**src/rtl/online_otf_collector.sv**
```systemverilog
// online_otf_collector
// Receives radix-2 signed digits MSD-first over a valid/ready handshake and
// converts them on the fly into a two's-complement word without any carry
// propagation. The finished word is presented downstream over a second
// valid/ready handshake.
// Optional feature macro: OTF_ZERO_FLAG_EN adds a registered 'zero' output
// that is high when the presented word is all zeros.
module online_otf_collector #(
    parameter int DIGITS = 8,
    parameter int WIDTH  = DIGITS + 1
) (
    input  logic             clk,
    input  logic             rst,
    input  logic [1:0]       x,
    input  logic             In_vld,
    output logic             In_rdy,
    output logic [WIDTH-1:0] res,
    output logic             Out_vld,
    input  logic             Out_rdy
`ifdef OTF_ZERO_FLAG_EN
    ,
    output logic             zero
`endif
);

    localparam int CNT_W = (DIGITS > 1) ? $clog2(DIGITS) : 1;
    localparam logic [CNT_W-1:0] LAST_CNT = CNT_W'(DIGITS - 1);

    typedef enum logic {
        ACCUM = 1'b0,
        HOLD  = 1'b1
    } state_t;

    state_t           r_state;
    logic [WIDTH-1:0] r_q;
    logic [WIDTH-1:0] r_qm;
    logic [CNT_W-1:0] r_cnt;
    logic             r_inRdy;
    logic             r_outVld;
    logic [WIDTH-1:0] r_res;
`ifdef OTF_ZERO_FLAG_EN
    logic             r_zero;
`endif

    logic             w_accept;
    logic             w_digitPos;
    logic             w_digitNeg;
    logic [WIDTH-1:0] w_qNext;
    logic [WIDTH-1:0] w_qmNext;

    // Decode the digit and form the next Q/QM pair by shift-and-append;
    // QM always tracks Q minus one ulp so a -1 digit never needs a borrow.
    always_comb begin
        w_accept   = In_vld & r_inRdy;
        w_digitPos = x[1] & ~x[0];
        w_digitNeg = ~x[1] & x[0];
        w_qNext    = {r_q[WIDTH-2:0], 1'b0};
        w_qmNext   = {r_qm[WIDTH-2:0], 1'b1};
        if (w_digitPos) begin
            w_qNext  = {r_q[WIDTH-2:0], 1'b1};
            w_qmNext = {r_q[WIDTH-2:0], 1'b0};
        end else if (w_digitNeg) begin
            w_qNext  = {r_qm[WIDTH-2:0], 1'b1};
            w_qmNext = {r_qm[WIDTH-2:0], 1'b0};
        end
    end

    // Two-state control: accumulate digits, then hold the finished word
    // until the downstream handshake; all outputs come straight from flops.
    always_ff @(posedge clk or posedge rst) begin
        if (rst) begin
            r_state  <= ACCUM;
            r_q      <= '0;
            r_qm     <= '1;
            r_cnt    <= '0;
            r_inRdy  <= 1'b1;
            r_outVld <= 1'b0;
            r_res    <= '0;
`ifdef OTF_ZERO_FLAG_EN
            r_zero   <= 1'b0;
`endif
        end else begin
            case (r_state)
                ACCUM: begin
                    if (w_accept) begin
                        if (r_cnt == LAST_CNT) begin
                            r_res    <= w_qNext;
`ifdef OTF_ZERO_FLAG_EN
                            r_zero   <= (w_qNext == '0);
`endif
                            r_outVld <= 1'b1;
                            r_inRdy  <= 1'b0;
                            r_state  <= HOLD;
                            r_q      <= '0;
                            r_qm     <= '1;
                            r_cnt    <= '0;
                        end else begin
                            r_q      <= w_qNext;
                            r_qm     <= w_qmNext;
                            r_cnt    <= r_cnt + CNT_W'(1);
                        end
                    end
                end
                HOLD: begin
                    if (Out_rdy) begin
                        r_outVld <= 1'b0;
                        r_inRdy  <= 1'b1;
                        r_state  <= ACCUM;
                    end
                end
                default: begin
                    r_state  <= ACCUM;
                    r_inRdy  <= 1'b1;
                    r_outVld <= 1'b0;
                end
            endcase
        end
    end

    assign In_rdy  = r_inRdy;
    assign Out_vld = r_outVld;
    assign res     = r_res;
`ifdef OTF_ZERO_FLAG_EN
    assign zero    = r_zero;
`endif

endmodule

```
**config.mk**
```make
export PLATFORM = sky130hd
export DESIGN_NAME = online_otf_collector
export DESIGN_NICKNAME = d
export VERILOG_FILES = /design/src/rtl/online_otf_collector.sv
export SDC_FILE = /design/constraint.sdc
export NUM_CORES = 1
export LEC_CHECK = 0
export ABC_CLOCK_PERIOD_IN_PS = 2600
export CAP_MARGIN = 10
export CORE_ASPECT_RATIO = 0.7
export CORE_MARGIN = 4
export CORE_UTILIZATION = 55
export CTS_BUF_LIST = sky130_fd_sc_hd__clkbuf_8
export CTS_CLUSTER_DIAMETER = 60
export DETAILED_ROUTE_END_ITERATION = 8
export PLACE_DENSITY = 0.78
export SLEW_MARGIN = 20
export SYNTH_ARGS = -nofsm -noshare
export SYNTH_HDL_FRONTEND = slang
export SYNTH_SLANG_ARGS = --single-unit
```
**constraint.sdc**
```tcl
create_clock -name clk -period 2.6 [get_ports clk]
set_clock_uncertainty 0.05 [all_clocks]
set_input_delay 0.39 -clock clk [delete_from_list [all_inputs] [get_ports clk]]
set_output_delay 0.39 -clock clk [all_outputs]
set_load 0.05 [all_outputs]
```
== Word-level counts from Yosys, hierarchy flattened ==
Cells that the tools add are included.

* Output and inout bits: 11
* Word-level logic and storage cells: 40
* Register bits after elaboration: 31

* Bitwise operators: 6
* Add/sub/neg operators: 1
* Mux-type cells: 19
* Reductions and logical operators: 3
* Eq/ne operators: 4

{| class="wikitable"
|+ Operator list
! operator !! number
|-
| 2-to-1 mux 8 bit || 3
|-
| 2-to-1 mux 9 bit || 2
|-
| 2-to-1 mux 1 bit || 10
|-
| inequality test 2 bit (second input constant) || 3
|-
| one-hot mux 1 bit (2 select lines) || 3
|-
| AND reduction 3 bit || 2
|-
| adder 3 x 1 -> 3 bit (second input constant) || 1
|-
| bitwise AND 1 bit || 3
|-
| equality test 3 bit (second input constant) || 1
|-
| 2-to-1 mux 3 bit || 1
|-
| NOT 1 bit || 3
|-
| AND reduction 2 bit || 1
|}

== Longest topological paths before layout ==
* Depth after elaboration: 5
* Gate-level depth with buffers: 7
* Mapped depth without buffers: 5

== Worst setup path after synthesis ==
Ideal clock, no wire load.

* Kind: register to register
* Start: register r_cnt[0]
* End: register r_res[1], in the netlist res[1]
* Stages on the path, launching flop included: 7
* Buffers on the path: 2
* Period minus slack after synthesis: 1.515 ns
* Arrival time: 1.331 ns
* Library setup time: 0.134 ns
* Slack: 1.085 ns
* Path through: dfrtp_1 -> ha_1 -> ha_1 -> buf_2 -> nand4b_1 -> clkbuf_1 -> o21ai_0

* Longest elaborated chain between the ends: 2

{| class="wikitable"
|+ RTL lines
! what !! line !! RTL
|-
| from (decl) || 37 || <nowiki>logic [CNT_W-1:0] r_cnt;</nowiki>
|-
| from (signal assigned) || 100 || <nowiki>r_cnt <= r_cnt + CNT_W'(1);</nowiki>
|-
| equality test 3 bit || 86 || <nowiki>if (r_cnt == LAST_CNT) begin</nowiki>
|-
| AND reduction 3 bit (no source line) || n/a ||
|-
| to (signal assigned) || 87 || <nowiki>r_res <= w_qNext;</nowiki>
|-
| to (decl) || 40 || <nowiki>logic [WIDTH-1:0] r_res;</nowiki>
|}

No other way between the ends.
A chain may end at the register's enable or synchronous reset.

== Final worst setup path ==
* Start: register r_inRdy, in the netlist In_rdy
* End: output In_rdy

{| class="wikitable"
|+ RTL lines
! what !! line !! RTL
|-
| from (decl) || 38 || <nowiki>logic r_inRdy;</nowiki>
|-
| from (signal assigned) || 76 || <nowiki>r_inRdy <= 1'b1;</nowiki>
|-
| from (signal assigned) || 92 || <nowiki>r_inRdy <= 1'b0;</nowiki>
|-
| from (signal assigned) || 107 || <nowiki>r_inRdy <= 1'b1;</nowiki>
|-
| to (decl) || 16 || <nowiki>output logic In_rdy,</nowiki>
|}

No word-level cell between the ends.

==> run_results.csv <==
group,metric,value,unit
synth,ys_warn_count,0,
synth,synth-main-ff-cell,"dfrtp_1",
placement,pre_cts_slack,0.549,ns
synth,synth_largest_area_cell,"dfrtp_1",
synth,synth_edf_count,0,
critical_path,crit_buf_inv,1,
floorplan,initial_utilization,57.4,%
synth,synth-async-reset-ratio,100,%
critical_path,cp_max_fo,4,
timing,fmax,469,MHz
synth,synth_simple_gate_area_share,14.5,%
synth,yosys.area_share.xor_xnor,0,%
timing,setup_slack,0.469,ns
critical_path,cpMaxStageDelayCell,"clkdlybuf4s50_1",
critical_path,crit_type,"reg2out",
synth,synthAdderAreaFrac,4.43,%
drt,routed_wl,2660,um
clock_tree,cts_tree,"yes",
synth,yosys-top-cells-count,"nand2_1 (30), dfrtp_1 (22), o21ai_0 (17)",
critical_path,reg2reg_depth,6,
critical_path,crit_cells,1,
synth,synth.most_common_cell,"nand2_1",
drt,route.vias.total,997,
drt,drt_iter0_markers,37,
placement,place_inst,181,
critical_path,worst_setup_path_start_kind,"flip-flop",
layout,syn2layout_area_growth,20.4,%
timing,setup_viol,0,
clock_tree,cts_root_buffer,"clkbuf_8",
clock_tree,clk_pin_slew,0.06,ns
floorplan,dieArea,3450,um^2
clock_tree,post_cts_buffers,0,
floorplan,die_y,50.4,um
placement,io_buffers,16,
critical_path,crit_arrival,1.69,ns
layout,nNetsFinal,165,
timing,worst_pin_slew,0.509,ns
drt,vias_per_cell,5.28,
grt,antenna_found_initial,0,
drt,drcViolationCount,0,
power_and_ir_drop,peakVddDrop,0.000676,V
grt,grt_max_degree,32,
synth,synthCells,135,
layout,drive_above_1_share,14.8,%
synth,synth_top_family_by_area,"simple AND/OR/NAND/NOR gates",
critical_path,crit_path_end,"In_rdy",
synth,synthTopCellsByArea,"dfrtp_1 (39%), dfstp_2 (17%), nand2_1 (8.0%), o21ai_0 (6.0%), mux2i_1 (5.7%)",
critical_path,crit_path_end_kind,"output pin",
timing,tns,0,ns
floorplan,core_region_area,2460,um^2
critical_path,timing.rr.end,"res[4]",
critical_path,reg2reg_from,"r_cnt[0]",
layout,num_antenna_cells,0,
power_and_ir_drop,power.density,1220,nW/um^2
synth,synth_nets,146,
clock_tree,holdBufCountCts,0,
power_and_ir_drop,p_leak,0.760,nW
clock_tree,clock-sinks,31,
timing,rsz0062_at_grt,"no",
grt,grt_pass1_wl,4520,um
synth,synth_top_area_share,39.0,%
clock_tree,cts_buffer_depth,2,
critical_path,rrSetupSlack,0.85,ns
timing,min_period,2.13,ns
critical_path,crit_start,"In_rdy",
run,max_cap_viol_count,0,
placement,hpwl,1920,um
timing,hold_viol_final,0,
synth,syn_area,1410,um^2
outcome,run_status,"finished clean",
critical_path,cp_cell_sequence,"clkdlybuf4s50_1",
critical_path,cp_slowest_stage_delay,0.83,ns
clock_tree,ctsHtreeMaxLevel,2,
floorplan,fp.dieW,68.5,um
synth,ys_seq_area_share,55.8,%
grt,grt_remaining_overflow,0,
critical_path,cp_data_required_time,2.16,ns
floorplan,num_rows,15,
synth,ys_seq_elements,31,
grt,grt_pass1_vias,992,
synth,syn_avg_cell_area,10.5,um^2
timing,slew_viol_final,0,
timing,relSlewSlack,65.9,%
critical_path,crit_family,"buffers and inverters",
worst_hold_path,min_from,"Out_vld",
floorplan,io_pins,17,
drt,ant_nets,0,
clock_tree,worst_skew_pair.late_latency,0.28,ns
placement,finalWeightedCongestion,0.818,
drt,first_pass_iters,4,
clock_tree,cts_resized,0,
clock_tree,cts_buffers,5,
timing,fin_crit_sh,81.9,%
layout,fin_util,69.1,%
synth,synthMuxAreaShare,7.27,%
worst_hold_path,worstHoldPathType,"reg2reg",
grt,grt_usage,18.6,%
layout,final_cells,189,
synth,synth_cell_types,19,
drt,wl_per_cell,14.1,um
synth,synth_compound_area_share,13.6,%
==> power by group <==
part           switching (mW)  internal [mW]
combinational           0.494          0.300
sequential              0.139          0.727
clock                   0.169          0.237
total                   0.802           1.26
==> stage by stage <==
step,cell area (um^2),total power [mW],hold WS (ns)
6_report,1700,2.07,0.423
4_1_cts,1700,2.09,0.426
2_1_floorplan,1410,1.42,0.395
3_5_place_dp,1600,1.68,0.413
5_1_grt,1700,2.20,0.439
3_3_place_gp,1600,1.63,0.405
==> flip-flops by register name (all words and copies together) (netlist names) <==
name and flops:
r_qm 8, r_q 8, Out_vld 1, In_rdy 1
r_state 1, res 9, r_cnt 3
==> layer usage <==
| metal | global-route usage (%) | up-vias | wire length [um] |
|---|---|---|---|
| met5 | 0 | - | 0 |
| met1 | 21.0 | 475 | 1130 |
| met4 | 8.58 | 0 | 50 |
| met2 | 29.2 | 17 | 1380 |
| met3 | 8.95 | 8 | 100 |
| li1 | - | 497 | - |
==> layout by cell type (no fill, tap or decap) <==
cell type	synthesis	layout
nand2_1	30	30
dfrtp_1	22	22
o21ai_0	17	17
clkdlybuf4s50_1	0	16
dfstp_2	9	9
nor2b_1	9	9
o21ai_1	9	9
mux2i_1	8	8
a211oi_1	7	7
clkbuf_8	0	7
inv_1	5	6
ha_1	5	5
buf_4	1	4
mux2_2	2	2
nand3b_4	1	1
nand4b_1	1	1
or2_1	1	1
a2bb2oi_1	1	1
==> cells by family (layout without fill, tap and decap cells) <==
kind of cell,after synthesis,in the layout
flip-flops,31,31
adder cells (fa/ha/maj),5,5
AND/OR/NAND/NOR,42,42
multiplexers,10,10
AO/OA/AOI/OAI,34,34
buffers and inverters,13,33
==> worst min path at each step <==
stage,endpoint,cells past startpoint
after floorplan,r_qm[0],2
after global placement,r_qm[0],2
after detailed placement,Out_vld,2
after CTS,r_qm[0],2
after global routing,Out_vld,2
final,Out_vld,2
==> final cells by class <==
cell class	instances	area (um^2)
sequential	31	787
timing repair buffer	20	190
multi-input combinational	91	561
tap	34	42.5
clock inverter	1	3.75
inverter	5	18.8
clock buffer	7	96.3
fill	185	759
Power figures use the tool's default switching activity.
